===== config.mk =====
export PLATFORM = sky130hd
export DESIGN_NAME = logic_ops
export DESIGN_NICKNAME = d
export VERILOG_FILES = /design/src/rtl/logic_ops.sv
export SDC_FILE = /design/constraint.sdc
export NUM_CORES = 1
export LEC_CHECK = 0
export CORE_MARGIN = 2
export CORE_UTILIZATION = 40
export CTS_BUF_LIST = sky130_fd_sc_hd__clkbuf_16
export DETAILED_ROUTE_END_ITERATION = 10
export PLACE_DENSITY = 0.76
export RECOVER_POWER = 25
export REMOVE_ABC_BUFFERS = 1
export SKIP_CTS_REPAIR_TIMING = 1
export SYNTH_ARGS = -nofsm -noshare
export SYNTH_HDL_FRONTEND = slang
export SYNTH_SLANG_ARGS = --single-unit

===== constraint.sdc =====
create_clock -name clk -period 0.9 [get_ports clk]
set_input_delay 0.09 -clock clk [delete_from_list [all_inputs] [get_ports clk]]
set_output_delay 0.09 -clock clk [all_outputs]
set_load 0.02 [all_outputs]

===== src/rtl/logic_ops.sv =====
// logic_ops: registered bitwise logic unit (NOT / AND / OR / optional XOR).
// One request per cycle, one cycle of latency, no backpressure.
// The result, zero flag and illegal flag hold their values while no request
// arrives.
// Configuration macro: LOGIC_OPS_XOR_EN
//   When defined, op 2'b11 computes a XOR b.
//   When undefined, op 2'b11 is reported as illegal and returns zero.
module logic_ops #(
  parameter int WIDTH = 20
) (
  input  logic             clk,
  input  logic             rst_n,
  input  logic             in_valid,
  input  logic [1:0]       op,
  input  logic [WIDTH-1:0] a,
  input  logic [WIDTH-1:0] b,
  output logic [WIDTH-1:0] c,
  output logic             zero,
  output logic             out_valid,
  output logic             illegal
);

  localparam logic [1:0] OP_NOT = 2'b00;
  localparam logic [1:0] OP_AND = 2'b01;
  localparam logic [1:0] OP_OR  = 2'b10;
  localparam logic [1:0] OP_XOR = 2'b11;

  // The zero flag looks at every bit of the result, so it is never fooled by
  // a partially cleared word.
  function automatic logic all_zero(input logic [WIDTH-1:0] value);
    all_zero = (value == {WIDTH{1'b0}});
  endfunction

  logic [WIDTH-1:0] result_s;
  logic             illegal_s;
  logic [WIDTH-1:0] c_r;
  logic             zero_r;
  logic             out_valid_r;
  logic             illegal_r;

  // Decode the operation and form the bitwise result for the current request.
  always_comb begin
    result_s  = {WIDTH{1'b0}};
    illegal_s = 1'b0;
    case (op)
      OP_NOT: begin
        result_s  = ~a;
        illegal_s = 1'b0;
      end
      OP_AND: begin
        result_s  = a & b;
        illegal_s = 1'b0;
      end
      OP_OR: begin
        result_s  = a | b;
        illegal_s = 1'b0;
      end
      OP_XOR: begin
`ifdef LOGIC_OPS_XOR_EN
        result_s  = a ^ b;
        illegal_s = 1'b0;
`else
        result_s  = {WIDTH{1'b0}};
        illegal_s = 1'b1;
`endif
      end
      default: begin
        result_s  = {WIDTH{1'b0}};
        illegal_s = 1'b1;
      end
    endcase
  end

  // Capture each accepted request.
  // Between requests, drop out_valid and hold the result flags.
  always_ff @(posedge clk or negedge rst_n) begin
    if (!rst_n) begin
      c_r         <= {WIDTH{1'b0}};
      zero_r      <= 1'b0;
      out_valid_r <= 1'b0;
      illegal_r   <= 1'b0;
    end else if (in_valid) begin
      c_r         <= result_s;
      zero_r      <= all_zero(result_s);
      out_valid_r <= 1'b1;
      illegal_r   <= illegal_s;
    end else begin
      c_r         <= c_r;
      zero_r      <= zero_r;
      out_valid_r <= 1'b0;
      illegal_r   <= illegal_r;
    end
  end

  assign c         = c_r;
  assign zero      = zero_r;
  assign out_valid = out_valid_r;
  assign illegal   = illegal_r;

endmodule


; ---- After elaboration in Yosys (flattened, before gate mapping)
; Cells that the tools add are included.
[classes]
n_lt_le_gt_ge = 0
n_mux = 3
n_bitwise = 3
n_addsub = 0
multipliers = 0
div = 0
n_reduce_logical = 3
eq_ne = 3
n_shift = 0
[ops]
columns = op, n
row1 = case mux 20 bit (4 select lines), 1
row2 = AND 20 bit, 1
row3 = zero test 20 bit, 1
row4 = inverter 20 bit, 1
row5 = OR 20 bit, 1
row6 = "equality test 2 bit, second input constant", 2
row7 = OR reduction 3 bit, 1
row8 = "equality test 2 x 1 -> 1 bit, second input constant", 1
row9 = zero test 2 bit, 1
row10 = case mux 1 bit (2 select lines), 1
row11 = 2-to-1 mux 1 bit, 1
[word_totals]
latch_bits = 0
in_bits = 45
mem_count = 0
romBits = 0
ff_bits = 23
ramBits = 0

; ---- Longest topological paths before layout
[depth]
depth_word = 3
mapped_depth = 7

; ---- Worst setup path before layout
; No wires, ideal clock.
[synth_timing]
path_kind = input -> register
from = input op[0]
to = register zero_r (netlist: zero)
required_ps = 820
setup_time_ps = 80
path_stages = 6
slack_ps = -135
arrival_ps = 955
path_cell_list = buf_6 > nor2_4 > a32oi_1 > a222oi_1 > nand3_1 > o22ai_2
[synth_between]
elab_chain_len = 3
elab_cells_between_ends = 6
[synth_rtl]
columns = item, line
row1 = start: declaration, 14  ; input logic [1:0] op,
row2 = "equality test 2 bit, or another cell as far along", 45  ; case (op)
row3 = case mux 20 bit (4 select lines) (*), 45
row4 = zero test 20 bit (*), 31  ; all_zero = (value == {WIDTH{1'b0}});
row5 = end signal: assignment, 84  ; zero_r <= all_zero(result_s);
row6 = end signal: assignment, 89  ; zero_r <= zero_r;
row7 = end: declaration, 37  ; logic zero_r;
; Every way passes the cells marked *; elsewhere a longest branch is shown, timed or not.
; A chain may end at the register's enable or synchronous reset.

; ---- Final worst setup path
[layout_timing]
from = input a[3]
to = register zero_r (netlist: zero)
[layout_between]
elab_chain_len = 3
elab_cells_between_ends = 5
[layout_rtl]
columns = item, line
row1 = start: declaration, 15  ; input logic [WIDTH-1:0] a,
row2 = "OR 20 bit, or another cell as far along", 55  ; result_s = a | b;
row3 = case mux 20 bit (4 select lines) (*), 45
row4 = zero test 20 bit (*), 31
; Marks and branches as above.

==> summary.md <==
| Metric | Value |
|---|---|
| Most used DFF post-synth | `dfrtp_1` |
| Tmin final | `1.010 ns` |
| CP max stage cell | `a222oi_1` |
| Vias | `2149` |
| Number of flops mapped to enable cells by yosys | `0` |
| Largest net degree at the start of global routing | `24` |
| Setup_tns | `-0.1350 ns` |
| Synth-to-layout area growth | `87.10%` |
| Post-synth top area cell | `dfrtp_1` |
| Worst-path clk slew | `0.06 ns` |
| Ys async rst share | `100.0%` |
| Via density | `5.904` |
| Seq/Total Area, Yosys | `36.39%` |
| RR Startpoint | `c[3]$_DFFE_PN0P_` |
| Most frequent cells after synthesis | `31 x o21ai_0, 27 x a32oi_1, 23 x dfrtp_1, 20 x a21oi_1, 20 x nor2_1` |
| Pre-CTS setup slack | `-0.7339 ns` |
| N_diodes | `0` |
| Fin. Hold Viols | `0` |
| CP Data Required Time | `1.09 ns` |
| # DRC | `0` |
| Min setup slack post-route | `-0.1096 ns` |
| Crit Path Class | `input port to flip-flop` |
| Slew Limit Headroom | `58.95%` |
| PortBufs | `67` |
| Placement Cell Area | `0.002653 mm^2` |
| Worst Hold Class | `input port to flip-flop` |
| Setup crit end kind | `flip-flop` |
| Mapped Cells | `193` |
| Clk_lat worst skew | `0.26 ns` |
| CP Launch Point | `a[3]` |
| Failing checks | `setup timing` |
| Mean Syn Cell Area | `8.194 um^2` |
| GPL Wtd Cong | `0.8787` |
| Chip width | `66.88 um` |
| Status | `finished, violations left` |
| TritonCTS buffer count | `3` |
| Worst Setup EP | `zero$_DFFE_PN0P_` |
| Drt total wl | `5.869 mm` |
| Worst r2r dst | `c[3]$_DFFE_PN0P_` |
| Row cnt | `22` |
| Hold Crit Start | `b[4]` |
| Total core area | `0.003744 mm^2` |
| Top-count cell post-synth | `o21ai_0` |
| Worst Setup Start Kind | `input port` |
| Max VDD drop | `0.001234 V` |
| Nets | `362` |
| Level count of the clock H-tree | `1` |
| Worst Hold Margin | `0.2052 ns` |
| Post-detail-place hpwl | `3.826 mm` |
| Tot GR Track Use | `23.85%` |
| I/O pins | `68` |
| FF-to-FF path depth | `3` |
| DR iter-0 viols | `183` |
| Global-route wire length before repair | `8.286 mm` |
| Syn Std Cell Area | `0.001582 mm^2` |
| CP Cell Sequence | `buf_6 -> nor4_2 -> o21ai_1 -> a222oi_1 -> nand3_2 -> o22ai_2` |
| Unique cell type count in the Yosys netlist | `26` |
| LEAKAGE | `0.001479 uW` |
| Crit-path max cell delay | `0.36 ns` |
| Least-Margin Pin Slew | `0.6157 ns` |
| Clock Sinks | `23` |
| Clock skew | `0 ns` |
| TritonCTS clock tree | `done` |
| DRT Pass-1 Iters | `5` |
| Clock Path Buffers | `2` |
| Share of cells above drive strength 1 | `39.24%` |
| Initial antenna violation count | `0` |
| Max-Cap Viols | `0` |
| Post-route antenna net violation count | `0` |
| Number of global-route vias before repair | `1829` |
| Crit path DAT | `1.19 ns` |
| Final setup viols | `5` |
| # fillers | `247` |
| Initial Util | `42.25%` |
| Pwr dens | `1195 mW/mm^2` |
| R2r setup slk | `0.10 ns` |
| RSZ-0062 raised after global routing | `yes` |
| Design Area, Final | `0.002959 mm^2` |
| Final Total Pwr | `3535 uW` |
| Ys Warns | `0` |
| DIE HEIGHT | `66.88 um` |
| CTS Root Cell | `clkbuf_16` |
| CP Max Fanout | `2` |
| WL/cell | `16.12 um` |
| Tcrit/Tclk final | `112.2%` |
| Grt total ovfl | `0` |
| Synth top area cells | `dfrtp_1 36%, a32oi_1 15%, o21ai_0 9.8%` |
| F_max | `990.5 MHz` |
| Share of the synthesized area in the top cell type | `36.39%` |
| Yosys reg bits | `23` |
| Full die area | `0.004473 mm^2` |
| Fin. max-slew vios | `0` |
metrics by stage:
step           utilization (%)  cells
2_1_floorplan                -    177
3_3_place_gp             70.86    348
3_5_place_dp             70.86    348
4_1_cts                  72.99    352
5_1_grt                  79.04    364
6_report                 79.04    364
power breakdown:
group	total [uW]	switching (uW)	internal, uW
registers	1210	68.7	1140
logic	1340	660	681
clock network	989	390	599
total	3530	1120	2420
layout by cell type (no fill, tap or decap), types with 2 or more instances in the layout:
master	Yosys	routed
clkbuf_16	0	3
buf_6	2	26
o21ai_1	17	27
nor4_2	0	6
nor2_1	20	20
nor4_4	0	2
a22oi_1	11	7
nand3_1	3	2
o21ai_0	31	21
a22oi_2	0	4
clkbuf_2	0	15
dfrtp_1	23	23
a32oi_1	27	27
clkdlybuf4s50_1	0	2
buf_4	4	61
nand2_1	3	3
inv_1	2	2
a21oi_1	20	20
dlymetal6s2s_1	0	31
per-layer routing:
layer | wire, um | track usage [%]
met5 | 0 | 0
met4 | 86 | 5.357
met3 | 393 | 4.223
met2 | 2864 | 42.13
met1 | 2525 | 30.09
cells by family (layout without fill, tap and decap cells):
group | after synthesis | after routing | synth area share [%]
buf+inv | 20 | 143 | 6.804
compound gates | 111 | 111 | 44.54
simple gates | 39 | 39 | 12.26
flops | 23 | 23 | 36.39
worst min path at each step:
stage | end | depth (start not counted) | slack, ns
2_1_floorplan | c[0]$_DFFE_PN0P_ | 0 | -0.21
3_3_place_gp | c[0]$_DFFE_PN0P_ | 2 | 0.46
3_5_place_dp | c[0]$_DFFE_PN0P_ | 2 | 0.46
4_1_cts | out_valid$_DFF_PN0_ | 2 | 0.19
5_1_grt | c[4]$_DFFE_PN0P_ | 3 | 0.24
6_report | c[4]$_DFFE_PN0P_ | 3 | 0.21
cell type report:
type	count	area, um^2	area share (%)
inverters	4	18.77	0.6342
flip-flops and latches	23	575.6	19.45
repair buffers	135	1234	41.69
clock buffers	3	75.07	2.537
well taps	48	60.06	2.030
multi-input cells	150	991.0	33.49
clock inverters	1	5.005	0.1691
critical path: cells and delay by family:
kind / cells / cell delay [ns]
simple gates: 2 / 0.42
compound gates: 3 / 0.59
buf+inv: 1 / 0.10
state kept, by name, indices dropped and copies added, names as in the netlist:
register and count:
c 20, illegal 1, out_valid 1, zero 1
Note: power is estimated with default switching activity, not from simulation.
